--- src/rtl/edge_event_pkg.sv ---
// Shared definitions for the edge event counter: channel mode encodings and
// an event popcount helper.
package edge_event_pkg;

  localparam logic [1:0] MODE_OFF  = 2'b00;
  localparam logic [1:0] MODE_RISE = 2'b01;
  localparam logic [1:0] MODE_FALL = 2'b10;
  localparam logic [1:0] MODE_ANY  = 2'b11;

  localparam int unsigned MAX_CH = 32;
  localparam int unsigned POP_W  = 6;

  // Number of set bits in a (zero-extended) channel event vector.
  function automatic logic [POP_W-1:0] popcount(input logic [MAX_CH-1:0] v);
    logic [POP_W-1:0] n;
    n = '0;
    for (int unsigned i = 0; i < MAX_CH; i++) begin
      n = n + POP_W'(v[i]);
    end
    return n;
  endfunction

endpackage

--- src/rtl/edge_event_chan.sv ---
// One monitored channel: input sample register, mode-selected edge detect,
// event pulse, toggle flag and event counter.
// Macro EDGE_EVENT_COUNTER_SAT_EN: counter saturates instead of wrapping.
module edge_event_chan
  import edge_event_pkg::*;
#(
  parameter int unsigned CNT_W = 8
) (
  input  logic             clk,
  input  logic             rst_n,
  input  logic             in_bit,
  input  logic [1:0]       mode,
  input  logic             primed,
  input  logic             clr,
  output logic             evt_c,
  output logic             evt_pulse,
  output logic             toggle,
  output logic [CNT_W-1:0] count
);

  logic             in_q;
  logic [CNT_W-1:0] count_nxt;

  // Edge detect between the previous sample and the current input.
  always_comb begin
    evt_c = 1'b0;
    case (mode)
      MODE_RISE: evt_c = primed & ~in_q & in_bit;
      MODE_FALL: evt_c = primed & in_q & ~in_bit;
      MODE_ANY:  evt_c = primed & (in_q ^ in_bit);
      default:   evt_c = 1'b0;
    endcase
  end

  // Counter increment, wrapping or saturating at all-ones.
  always_comb begin
`ifdef EDGE_EVENT_COUNTER_SAT_EN
    count_nxt = (count == {CNT_W{1'b1}}) ? count : count + CNT_W'(1);
`else
    count_nxt = count + CNT_W'(1);
`endif
  end

  // Sample input always; clear overrides any event in the same cycle.
  always_ff @(posedge clk or negedge rst_n) begin
    if (!rst_n) begin
      in_q      <= 1'b0;
      evt_pulse <= 1'b0;
      toggle    <= 1'b0;
      count     <= '0;
    end else begin
      in_q <= in_bit;
      if (clr) begin
        evt_pulse <= 1'b0;
        toggle    <= 1'b0;
        count     <= '0;
      end else begin
        evt_pulse <= evt_c;
        if (evt_c) begin
          toggle <= ~toggle;
          count  <= count_nxt;
        end
      end
    end
  end

endmodule

--- src/rtl/edge_event_counter.sv ---
// Multi-channel edge detector / event counter with a global event total and
// global toggle. Per-channel logic lives in edge_event_chan.
// Macro EDGE_EVENT_COUNTER_SAT_EN: per-channel counters saturate (global
// counter always wraps).
module edge_event_counter
  import edge_event_pkg::*;
#(
  parameter int unsigned NUM_CH = 4,
  parameter int unsigned CNT_W  = 8,
  parameter int unsigned GCNT_W = 10
) (
  input  logic                    Clk,
  input  logic                    ResetN,
  input  logic [NUM_CH-1:0]       In,
  input  logic [2*NUM_CH-1:0]     Mode,
  input  logic                    Clr,
  output logic [NUM_CH-1:0]       EvtPulse,
  output logic [NUM_CH-1:0]       Toggle,
  output logic [NUM_CH*CNT_W-1:0] Count,
  output logic [GCNT_W-1:0]       GlobalCount,
  output logic                    GlobalToggle
);

  logic              primed;
  logic [NUM_CH-1:0] events;
  logic [POP_W-1:0]  ev_cnt;

  genvar c;
  generate
    for (c = 0; c < NUM_CH; c++) begin : g_chan
      edge_event_chan #(
        .CNT_W(CNT_W)
      ) u_chan (
        .clk      (Clk),
        .rst_n    (ResetN),
        .in_bit   (In[c]),
        .mode     (Mode[2*c +: 2]),
        .primed   (primed),
        .clr      (Clr),
        .evt_c    (events[c]),
        .evt_pulse(EvtPulse[c]),
        .toggle   (Toggle[c]),
        .count    (Count[c*CNT_W +: CNT_W])
      );
    end
  endgenerate

  // Number of channel events detected this cycle.
  always_comb begin
    ev_cnt = popcount(MAX_CH'(events));
  end

  // Arm detection one cycle after reset so the reset sample is never an edge.
  always_ff @(posedge Clk or negedge ResetN) begin
    if (!ResetN) begin
      primed <= 1'b0;
    end else begin
      primed <= 1'b1;
    end
  end

  // Global event total and toggle; clear drops that cycle's events.
  always_ff @(posedge Clk or negedge ResetN) begin
    if (!ResetN) begin
      GlobalCount  <= '0;
      GlobalToggle <= 1'b0;
    end else if (Clr) begin
      GlobalCount  <= '0;
      GlobalToggle <= 1'b0;
    end else if (ev_cnt != '0) begin
      GlobalCount  <= GlobalCount + GCNT_W'(ev_cnt);
      GlobalToggle <= ~GlobalToggle;
    end
  end

endmodule

--- config.mk ---
export PLATFORM = sky130hd
export DESIGN_NAME = edge_event_counter
export DESIGN_NICKNAME = d
export VERILOG_FILES = /design/src/rtl/edge_event_pkg.sv /design/src/rtl/edge_event_chan.sv /design/src/rtl/edge_event_counter.sv
export SDC_FILE = /design/constraint.sdc
export NUM_CORES = 1
export LEC_CHECK = 0
export ABC_AREA = 1
export ABC_CLOCK_PERIOD_IN_PS = 7800
export CAP_MARGIN = 20
export CORE_MARGIN = 2
export CORE_UTILIZATION = 40
export CTS_CLUSTER_SIZE = 10
export DETAILED_ROUTE_END_ITERATION = 10
export GPL_TIMING_DRIVEN = 0
export PLACE_DENSITY = 0.68
export SLEW_MARGIN = 20
export SYNTH_ARGS = -nofsm -noshare
export SYNTH_HDL_FRONTEND = slang
export SYNTH_SLANG_ARGS = --single-unit
--- constraint.sdc ---
create_clock -name Clk -period 7.8 [get_ports Clk]
set_clock_uncertainty 0.15 [all_clocks]
set_input_delay 1.17 -clock Clk [delete_from_list [all_inputs] [get_ports Clk]]
set_output_delay 1.17 -clock Clk [all_outputs]
set_load 0.01 [all_outputs]
* Yosys cells after proc, flatten, opt, wreduce, memory -nomap -nowiden
Index checks and enable logic that the tools add are counted.
Word-level totals: bits in registers 56, latch bits 0, bits in writable memories 0, bits in read-only memories 0, input bits 15, output and inout port bits 51, logic and storage cells 110, memories 0
Cells by class: add/subtract/negate cells 8, $mul 0, divide/modulo/power cells 0, order comparisons 0, equality and inequality tests 12, shift operators 0, mux-type cells 28, bitwise operators 37, reduce and logical (&&, ||, !) cells 6
Operators with widths (number):
- 2-to-1 mux 8 bit | 8
- adder 8 x 1 -> 8 bit (second input constant) | 4
- AND 1 bit | 20
- 2-to-1 mux 10 bit | 2
- == test 2 bit (second input constant) | 8
- 2-to-1 mux 1 bit | 14
- inverter 1 bit | 13
- one-hot mux 1 bit (3 select lines) | 4
- adder 10 x 4 -> 10 bit | 1
- nonzero test 2 bit | 5
- == test 2 x 1 -> 1 bit (second input constant) | 4
- nonzero test 6 bit | 1
- adder 3 x 1 -> 4 bit | 1
- XOR 1 bit | 4
- adder 2 x 1 -> 3 bit | 1
- adder 1 x 1 -> 2 bit | 1

* Longest topological paths before layout
Gate-level depths: netlist (run 1).
depth in word-level cells 10, mapped depth 16, depth with buffers taken out 16

* By module
Synthesis (run 1) repeated with hierarchy kept, for this count alone.
Unflattened totals: cells, all modules 407, area total of the unflattened synthesis 3300.7 um2
Modules (own cells, without submodules):
- edge_event_chan | instances 4, cells each 76, area an instance 628.1 um2, seq. area each 275.3 um2
- edge_event_counter | instances 1, cells each 103, area an instance 788.3 um2, seq. area each 300.3 um2

* Worst setup path before layout (run 1)
OpenSTA, ideal clock, no wires.
kind input to register, start input port Mode[3], end register GlobalCount[6], library setup time 0.118 ns, arrival 3.285 ns, required time 7.532 ns, setup slack 4.247 ns, stages 14, buffers on the path 0, cells stage by stage nand2_1 > nand2_1 > nand3_2 > fa_1 > inv_1 > ha_1 > ha_1 > fa_1 > nand2_1 > nand2_1 > nand3_1 > nand2_1 > nand2_1 > nor2_2
On the way: word-level cells in the longest chain between the ends 8, elaborated cells between the ends (all ways) 12, classes of those cells add/sub (4); eq/ne (3); mux (3); reduce/logical (2)
Ends and longest elaborated chain:
- start, declared | line edge_event_counter.sv:15 | input logic [2*NUM_CH-1:0] Mode,
- == test 2 bit / == test 2 x 1 -> 1 bit (equally long branches) | line edge_event_chan.sv:27 | case (mode)
- one-hot mux 1 bit (3 select lines) * | line edge_event_chan.sv:27
- adder 1 x 1 -> 2 bit * | line edge_event_pkg.sv:18 | n = n + POP_W'(v[i]);
- adder 2 x 1 -> 3 bit * | line edge_event_pkg.sv:18
- adder 3 x 1 -> 4 bit * | line edge_event_pkg.sv:18
- adder 10 x 4 -> 10 bit | line edge_event_counter.sv:71 | GlobalCount <= GlobalCount + GCNT_W'(ev_cnt);
- 2-to-1 mux 10 bit | line edge_event_counter.sv:70 | end else if (ev_cnt != '0) begin
- 2-to-1 mux 10 bit | line edge_event_counter.sv:67 | end else if (Clr) begin
- end signal, assigned | line edge_event_counter.sv:71
- end, declared | line edge_event_counter.sv:20 | output logic [GCNT_W-1:0] GlobalCount,
Every way passes the cells marked *; elsewhere a longest branch is shown, timed or not. The select of a mux whose other input is x is not followed. A chain may end at the register's enable or synchronous reset.

* Worst setup path after layout (run 1)
start input port In[1], end register GlobalCount[6]
On the way: word-level cells in the longest chain between the ends 9, elaborated cells between the ends (all ways) 14, classes of those cells add/sub (4); mux (3); bitwise (5); reduce/logical (2)
Ends and longest elaborated chain:
- start, declared | line edge_event_counter.sv:14 | input logic [NUM_CH-1:0] In,
- XOR 1 bit / inverter 1 bit (equally long branches) | line edge_event_chan.sv:30, edge_event_chan.sv:29
- AND 1 bit, on equally long branches | line edge_event_chan.sv:30, edge_event_chan.sv:29
- one-hot mux 1 bit (3 select lines) * | line edge_event_chan.sv:27
- adder 1 x 1 -> 2 bit * | line edge_event_pkg.sv:18
- adder 2 x 1 -> 3 bit * | line edge_event_pkg.sv:18
- adder 3 x 1 -> 4 bit * | line edge_event_pkg.sv:18
- adder 10 x 4 -> 10 bit | line edge_event_counter.sv:71
- 2-to-1 mux 10 bit | line edge_event_counter.sv:70
- 2-to-1 mux 10 bit | line edge_event_counter.sv:67
Marks and branches as above.

==> tab_implementation.tex, run 1 <==
\begin{tabular}{lr}
\hline
Metric & Value \\
\hline
\multicolumn{2}{l}{\textbf{Status}} \\
\quad Run status & completed \\
\multicolumn{2}{l}{\textbf{Yosys}} \\
\quad Share of synthesized flip-flops with an asynchronous set or reset & 1.00 \\
\quad Post-Synthesis Cell Area & about 0.0033 mm\^{}2 \\
\quad Dominant cells by area after synthesis & dfrtp\_1, nand2\_1, nand3\_1 \\
\quad Number of enable flip-flop cells after synthesis & 0 \\
\quad Sequential cell area fraction in the yosys report & 0.431 \\
\quad Synth Register Bits & 56 \\
\quad Total nets after synthesis & 451 \\
\quad Number of unique standard cell types used by synthesis & 24 \\
\quad Number of instances in the synthesized netlist & 425 \\
\quad Dominant cell type by area after synthesis & dfrtp\_1 \\
\quad Portion of synthesized cell area occupied by the leading cell type & 0.431 \\
\quad Top-count cell post-synth & nand2\_1 \\
\quad Avg Inst Size Synth & between 7 and 8 um\^{}2 \\
\quad Number of warning messages in the yosys log & 0 \\
\quad Synth Flop Type & dfrtp\_1 \\
\quad Most instantiated cells after synthesis & nand2\_1, dfrtp\_1, inv\_1 \\
\multicolumn{2}{l}{\textbf{Routing}} \\
\quad Final wirelength & approximately 7600 um \\
\quad Iteration count of the initial detailed-routing pass & 4 \\
\quad Avg Vias per Cell & roughly 4.8 \\
\quad Post-detailed-route count of antenna-violating nets & 0 \\
\quad Number of violations reported at the end of detailed-routing iteration 0 & 84 \\
\quad Routed wire per std cell & between 10 and 15 um \\
\quad Number of vias after detailed routing & approximately 2,900 \\
\quad Number of remaining DRC errors & 0 \\
\multicolumn{2}{l}{\textbf{Power}} \\
\quad Sequential Power Share & 0.530 \\
\quad Switching Power & about 0.00017 W \\
\quad Sw Ratio & 0.283 \\
\quad Part of the total power dissipated in the clock network & 0.283 \\
\quad Share of total power in combinational logic & 0.187 \\
\quad Internal cell power & 0.000421 W \\
\quad Ratio of total power to cell area & around 140 mW/mm\^{}2 \\
\quad Maximum vdd drop & roughly 0.00007 V \\
\quad Leakage power & between 1.5 and 2 nW \\
\quad Overall power consumption & roughly 0.00059 W \\
\multicolumn{2}{l}{\textbf{Worst setup path}} \\
\quad CP cell instances & clkdlybuf4s50\_1 > inv\_2 > nand2\_1 > nand3\_2 > fa\_1 > inv\_1 > ha\_1 > ha\_1 > fa\_1 > nand2\_1 > nand2\_1 > nand3\_1 > nand2\_1 > nand2\_1 > nor2\_2 \\
\quad Startpoint type of the worst setup path & primary input \\
\quad Crit path DAT & 4050 ps \\
\quad Worst setup slack for register-to-register paths & 4780 ps \\
\quad Slowest stage cell, crit path & fa\_1 \\
\quad Reg2reg path depth & 15 \\
\quad Reg2reg end & GlobalCount[6] \\
\quad Worst setup path class & primary input to flip-flop \\
\quad Worst Path Required & approximately 8000 ps \\
\quad Worst path max stage delay & 560 ps \\
\quad CP most frequent cell & nand2\_1 \\
\quad Highest net fanout along the worst path & 4 \\
\quad Delay-heaviest family, CP & adder cells \\
\quad Launch point of the worst reg-to-reg path & g\_chan[1].u\_chan.in\_q \\
\quad Sort of element at the end of the critical path & flip-flop \\
\quad Buf+Inv Stages, Crit Path & 3 \\
\multicolumn{2}{l}{\textbf{STA}} \\
\quad F\_max & around 250 MHz \\
\quad Final setup violation count & 0 \\
\quad Final total negative setup slack & 0 ps \\
\quad Slack of the critical path & 3810 ps \\
\quad Final hold vios & 0 \\
\quad Final critical path time including I/O delays and setup & approximately 4000 ps \\
\quad Final number of max-transition violations & 0 \\
\quad Unrepaired setup endpoints after global routing & no \\
\quad Final critical-path share of the clock period & 0.512 \\
\multicolumn{2}{l}{\textbf{Floorplan}} \\
\quad Die Area & between 0.008 and 0.009 mm\^{}2 \\
\quad Y dimension of the die & between 90 and 100 um \\
\quad Die extent in x & 94.2 um \\
\quad Initial Utilization & 0.417 \\
\quad Number of primary I/O pins & 66 \\
\quad Number of rows in the core area & 32 \\
\quad Placeable core area & just under 0.008 mm\^{}2 \\
\multicolumn{2}{l}{\textbf{CTS}} \\
\quad Clock root buffer & clkbuf\_8 \\
\quad Clock slew seen by the registers of the worst setup and hold paths & about 100 ps \\
\quad Clock tree from TritonCTS & yes \\
\quad Maximum level of the CTS H-tree & 2 \\
\quad Later-pin clock latency in the skew report & 310 ps \\
\quad Post CTS Setup Buffer Count & 0 \\
\quad Hold bufs inserted after CTS & 0 \\
\quad Maximum buffer depth of the clock tree & 2 \\
\quad Post-CTS sizing & 0 \\
\quad Clock sink total & 56 \\
\quad TritonCTS Buffers & 5 \\
\multicolumn{2}{l}{\textbf{Global route}} \\
\quad Pin count of the biggest net entering global routing & 35 \\
\quad Number of antenna violations at the first check in global routing & 0 \\
\quad Routing usage on met2 & 0.306 \\
\quad Highest-utilization routing layer at the global route stage & met2 \\
\quad GRT Util Overall & 0.179 \\
\quad Vias in the first global route & $\sim$2,800 \\
\quad Global routing met3 resource utilization & 0.0265 \\
\quad Wire length of the first global-routing pass & 12,700 um \\
\quad Fraction of met1 tracks used by global routing & 0.236 \\
\quad Total grt overflow & 0 \\
\multicolumn{2}{l}{\textbf{Finish}} \\
\quad Final core occ & 0.530 \\
\quad Diodes inserted & 0 \\
\quad Fraction of layout instances using a drive strength above 1 & 0.118 \\
\quad Number of nets in the final layout & 524 \\
\quad Layout-stage area growth over the synthesis result & 27.3\% \\
\multicolumn{2}{l}{\textbf{Hold path}} \\
\quad Hold endpoint & g\_chan[2].u\_chan.toggle \\
\quad Hold path depth & 1 \\
\quad Tightest Hold Check Type & flip-flop to flip-flop \\
\quad Min-delay src & g\_chan[2].u\_chan.toggle \\
\multicolumn{2}{l}{\textbf{Job}} \\
\quad Number of max-capacitance violations reported & 0 \\
\multicolumn{2}{l}{\textbf{Place}} \\
\quad Worst-case setup slack after placement & $\sim$3500 ps \\
\quad Number of buffer cells added on primary ports & 65 \\
\quad Half-perimeter wire length after detailed placement & roughly 5600 um \\
\quad RD Place Congestion & 0.814 \\
\hline
\end{tabular}
==> flip-flops by register name, summed over array words and instances, names as in the netlist <==
register	count
g_chan.u_chan.count	32
GlobalCount	10
g_chan.u_chan.evt_pulse	4
g_chan.u_chan.in_q	4
g_chan.u_chan.toggle	4
GlobalToggle	1
primed	1
==> worst max path at each step <==
| stage | from | to | depth (start not counted) | slack (ps) |
|---|---|---|---|---|
| 2_1_floorplan | Mode[3] | GlobalCount[6] | 14 | 4250 |
| 3_3_place_gp | In[1] | GlobalCount[6] | 15 | 3520 |
| 3_5_place_dp | In[1] | GlobalCount[6] | 15 | 3500 |
| 4_1_cts | In[1] | GlobalCount[6] | 15 | 3810 |
| 5_1_grt | In[1] | GlobalCount[6] | 15 | 3640 |
| 6_report | In[1] | GlobalCount[6] | 15 | 3810 |
==> cell usage in the layout (no fill, tap or decap) <==
cell / n
o21bai_1: 2
buf_4: 12
conb_1: 1
clkinv_4: 1
a21oi_1: 6
o21ai_0: 1
clkbuf_8: 6
fa_1: 2
ha_1: 9
dfrtp_1: 56
o211ai_1: 1
nand3_1: 29
xnor2_1: 5
xor2_1: 6
inv_1: 38
a21oi_2: 2
nand3_2: 6
o21ai_1: 19
inv_2: 7
nor2_4: 5
nor2_1: 32
clkdlybuf4s50_1: 64
buf_6: 3
nor2_2: 9
nand2_2: 7
buf_12: 1
nand2_1: 156
nand4_1: 12
==> power groups by stage <==
stage | Clock, W | Combinational [W] | Sequential [W]
after floorplan | 0 | 0.0000591 | 0.000318
after global placement | 0 | 0.000108 | 0.000317
after detailed placement | 0 | 0.000111 | 0.000317
after CTS | 0.000172 | 0.000112 | 0.000312
after global routing | 0.000184 | 0.000123 | 0.000313
final | 0.000166 | 0.000110 | 0.000312
==> routing by layer <==
| metal | vias up | share of wire | wire (um) |
|---|---|---|---|
| met5 | - | 0 | 0 |
| met4 | 0 | 0.010 | 78 |
| met3 | 8 | 0.039 | 297 |
| met2 | 62 | 0.48 | 3660 |
| met1 | 1327 | 0.47 | 3530 |
| li1 | 1474 | - | - |
==> worst reg2reg max path, delay by kind of cell (launching register included) <==
kind	cells	cell delay, ps
buf+inv	2	110
flops	1	400
fa+ha+maj	4	1560
simple gates	9	680
==> cell type report <==
class / instances / area (um^2)
sequential: 56 / 1400
inverter: 45 / 169
tap: 102 / 128
clock buffer: 6 / 82.6
buffer: 14 / 116
multi-input combinational: 310 / 1570
fill: 751 / 3670
clock inverter: 1 / 8.76
timing repair buffer: 66 / 668
==> logic make-up after synthesis <==
kind of cell / synth area share
XOR/XNOR: 0.0296
adder cells (fa/ha/maj): 0.0469
other: 0.00115
AND/OR/NAND/NOR: 0.351
flip-flops: 0.431
buffers and inverters: 0.0877
AO/OA/AOI/OAI: 0.0523
==> through the flow <==
step | hold WS (ps) | cells | instance area [um^2]
after floorplan | 296 | 425 | 3250
after global placement | 316 | 592 | 4030
after detailed placement | 325 | 593 | 4050
after CTS | 340 | 600 | 4140
after global routing | 363 | 600 | 4140
final | 338 | 600 | 4140
Power figures use the tool's default switching activity.
==> inputs of run 2 (changes only) <==
ABC_CLOCK_PERIOD_IN_PS = 4100   (was 7800)
clock period = 4.1 ns   (was 7.8 ns; I/O delays follow)
==> results of run 2 <==
Same layout as run 1 (identical final DEF). Status: completed.
Among the figures that moved: setup slack after placement 3500 ps -> 357 ps; setup slack after layout 3810 ps -> 661 ps; hold slack 338 ps -> 37.1 ps; register-to-register setup slack 4780 ps -> 1080 ps; total power 0.000588 W -> 0.00112 W; worst IR drop on VDD 0.0000697 V -> 0.000133 V
==> inputs of run 3 (changes only) <==
ABC_CLOCK_PERIOD_IN_PS = 3300   (was 4100)
clock period = 3.3 ns   (was 4.1 ns; I/O delays follow)
==> run 3 against run 2 <==
- count of clock-buffer cells in the layout unchanged
- final area is 1.3% higher
- global-route usage hardly changed
- wire length increased by 0.42%
- register-to-register slack got worse by 680 ps
- critical path depth stayed put
- flip-flop and latch count stayed put
- utilization increased by 0.67 points
- combinational power increased by 28%
- die area stayed put
- sequential share of layout area is 0.42 points lower
- largest power group unchanged
==> tab_implementation.tex, run 3 (synthesized netlist as in run 1, its figures left out) <==
\begin{tabular}{lr}
\hline
Metric & Value \\
\hline
\multicolumn{2}{l}{\textbf{Place}} \\
\quad Half-perimeter wire length after detailed placement & 5630 um (unchanged) \\
\quad Number of buffer cells added on primary ports & 65 (unchanged) \\
\quad RD Place Congestion & 0.814 (unchanged) \\
\quad Standard cell area after detailed placement & 0.00405 mm\^{}2 (unchanged) \\
\multicolumn{2}{l}{\textbf{Global route}} \\
\quad Wire length of the first global-routing pass & 12,700 um (unchanged) \\
\quad Number of antenna violations at the first check in global routing & 0 (unchanged) \\
\quad Total grt overflow & 0 (unchanged) \\
\quad GRT Util Overall & 0.179 (about the same) \\
\quad Pin count of the biggest net entering global routing & 35 (unchanged) \\
\quad Vias in the first global route & 2,765 (-0.036\%) \\
\multicolumn{2}{l}{\textbf{Worst setup path}} \\
\quad Launch point of the worst reg-to-reg path & g\_chan[1].u\_chan.in\_q \\
\quad CP cell instances & clkdlybuf4s50\_1 > nand2\_1 > nand2\_2 > nand3\_4 > fa\_1 > inv\_1 > ha\_1 > ha\_2 > fa\_2 > nand2\_1 > nand2\_1 > nand3\_1 > nand2\_1 > nand2\_1 > nor2\_2 \\
\quad Sort of element at the end of the critical path & flip-flop \\
\quad Endpoint of the most critical setup path & GlobalCount[6] \\
\quad Highest net fanout along the worst path & 4 (unchanged) \\
\quad Worst setup path class & primary input to flip-flop \\
\quad Crit path DAT & roughly 3200 ps \\
\quad Reg2reg path depth & 15 (unchanged) \\
\quad Reg2reg end & GlobalCount[6] \\
\quad Worst Path Required & around 3400 ps \\
\quad CP most frequent cell & nand2\_1 \\
\quad Depth of the critical timing path with buffers and inverters included & 15 (unchanged) \\
\quad Slowest stage cell, crit path & fa\_1 \\
\quad Worst setup slack for register-to-register paths & 400 ps \\
\quad Delay-heaviest family, CP & adder cells \\
\quad Buf+Inv Stages, Crit Path & 2 (-1) \\
\quad Critical path launch point & Mode[3] \\
\quad Worst path max stage delay & 550 ps (about the same) \\
\quad Startpoint type of the worst setup path & primary input \\
\multicolumn{2}{l}{\textbf{Floorplan}} \\
\quad Y dimension of the die & 94.2 um (unchanged) \\
\quad Die Area & 0.00887 mm\^{}2 (unchanged) \\
\quad Number of rows in the core area & 32 (unchanged) \\
\quad Initial Utilization & 0.417 (unchanged) \\
\quad Placeable core area & 0.00781 mm\^{}2 (unchanged) \\
\quad Die extent in x & 94.2 um (unchanged) \\
\quad Number of primary I/O pins & 66 (unchanged) \\
\multicolumn{2}{l}{\textbf{STA}} \\
\quad Unrepaired setup endpoints after global routing & no \\
\quad Final hold vios & 0 (unchanged) \\
\quad F\_max & roughly 320 MHz \\
\quad Final critical path time including I/O delays and setup & about 3100 ps \\
\quad Final critical-path share of the clock period & 0.946 \\
\quad Final setup violation count & 0 (unchanged) \\
\quad Final number of max-transition violations & 0 (unchanged) \\
\quad Worst hold slack after final layout & about 250 ps \\
\multicolumn{2}{l}{\textbf{Routing}} \\
\quad Number of remaining DRC errors & 0 (unchanged) \\
\quad Number of vias after detailed routing & 2,884 (+0.45\%) \\
\quad Final wirelength & 7600 um (+0.42\%) \\
\quad Routed wire per std cell & 12.6 um (+0.26\%) \\
\quad Avg Vias per Cell & 4.80 (+0.29\%) \\
\quad Iteration count of the initial detailed-routing pass & 6 (+2) \\
\quad Number of violations reported at the end of detailed-routing iteration 0 & 101 (+20\%) \\
\quad Post-detailed-route count of antenna-violating nets & 0 (unchanged) \\
\multicolumn{2}{l}{\textbf{Finish}} \\
\quad Reg with most FFs & g\_chan.u\_chan.count \\
\quad Commonest non-fill, non-tap cell in the layout & nand2\_1 \\
\quad Layout filler cell count & 749 (-0.27\%) \\
\quad Fraction of layout instances using a drive strength above 1 & 0.128 (+0.00978) \\
\quad Post-Layout Inst Area & 0.00419 mm\^{}2 (+1.3\%) \\
\quad Number of flip-flops in the largest register & 32 (unchanged) \\
\quad Largest regs & g\_chan.u\_chan.count (32), GlobalCount (10) \\
\quad Number of nets in the final layout & 525 (+0.19\%) \\
\quad Layout-stage area growth over the synthesis result & 28.9\% \\
\quad Diodes inserted & 0 (unchanged) \\
\quad Combined area of the multi-input logic cells & 0.00160 mm\^{}2 (+2.4\%) \\
\quad Most frequent cells in the layout & nand2\_1, clkdlybuf4s50\_1, dfrtp\_1 \\
\quad FF+latch area & 0.00140 mm\^{}2 (unchanged) \\
\multicolumn{2}{l}{\textbf{Power}} \\
\quad Maximum vdd drop & roughly 0.00017 V \\
\quad Internal cell power & between 0.001 and 0.0015 W \\
\quad Sequential Power Share & 0.528 (-0.002) \\
\quad Switching Power & 0.000396 W \\
\quad Ratio of total power to cell area & 333 mW/mm\^{}2 \\
\quad Share of total power in combinational logic & 0.192 (+0.005) \\
\quad Part of the total power dissipated in the clock network & 0.280 (-0.003) \\
\quad Overall power consumption & about 0.0014 W \\
\quad Leakage power & 1.97 nW (+0.90\%) \\
\quad Sw Ratio & 0.284 \\
\multicolumn{2}{l}{\textbf{CTS}} \\
\quad TritonCTS Buffers & 5 (unchanged) \\
\quad Maximum buffer depth of the clock tree & 2 (unchanged) \\
\quad Maximum level of the CTS H-tree & 2 (unchanged) \\
\quad Later-pin clock latency in the skew report & 310 ps (about the same) \\
\quad Clock tree from TritonCTS & yes \\
\quad Clock root buffer & clkbuf\_8 \\
\quad Clock sink total & 56 (unchanged) \\
\quad Clock slew seen by the registers of the worst setup and hold paths & 100 ps (about the same) \\
\multicolumn{2}{l}{\textbf{Job}} \\
\quad Number of max-capacitance violations reported & 0 (unchanged) \\
\multicolumn{2}{l}{\textbf{Status}} \\
\quad Run status & completed \\
\multicolumn{2}{l}{\textbf{Hold path}} \\
\quad Tightest Hold Check Type & primary input to flip-flop \\
\hline
\end{tabular}
run 3: power groups by stage:
stage,logic [W],clock network (W),registers (W)
finish,0.000269,0.000391,0.000737
detailed placement,0.000263,0,0.000749
CTS,0.000266,0.000406,0.000737
global route,0.000300,0.000435,0.000740
floorplan,0.000140,0,0.000752
global placement,0.000255,0,0.000749
run 3: what timing repair did:
item                                   CTS  global route
gates resized for setup                  1             8
setup buffers                            0             0
endpoints found under the hold margin   22             0
setup endpoints to repair                1             6
pin swaps                                0             0
hold buffers                             1             0
run 3: metrics by stage:
stage	setup TNS (ps)	utilization	std cells	setup WS (ps)
after floorplan	0	-	425	422
after global placement	-16530	0.516	592	-300
after detailed placement	-1990	0.518	593	-323
after CTS	0	0.532	601	56.2
after global routing	0	0.537	601	6.05
final	0	0.537	601	179
run 3: routing by layer:
layer	share of wire	wire, um	track usage	up-vias
met3	0.036	271	0.0257	11
met4	0.012	94	0.0531	0
met1	0.46	3510	0.236	1330
met5	0	0	0	-
li1	-	-	-	1479
met2	0.49	3730	0.305	64
run 3: how the worst min path moves through the flow:
stage | endpoint | slack (ps) | startpoint | cells after the start
after detailed placement | g_chan[0].u_chan.count[2] | 270 | ResetN | 1
after global placement | g_chan[2].u_chan.toggle | 320 | g_chan[2].u_chan.toggle | 1
final | g_chan[1].u_chan.in_q | 250 | In[1] | 1
after global routing | g_chan[1].u_chan.in_q | 240 | In[1] | 1
after CTS | g_chan[0].u_chan.toggle | 340 | g_chan[0].u_chan.toggle | 1
after floorplan | GlobalCount[0] | 50 | ResetN | 0
run 3: area by class of cell:
class | count | share of cell area
buffer | 14 | 0.0278
clock buffer | 6 | 0.0197
clock inverter | 1 | 0.00209
inverter | 45 | 0.0403
multi-input combinational | 310 | 0.382
sequential | 56 | 0.334
tap | 102 | 0.0304
timing repair buffer | 67 | 0.163
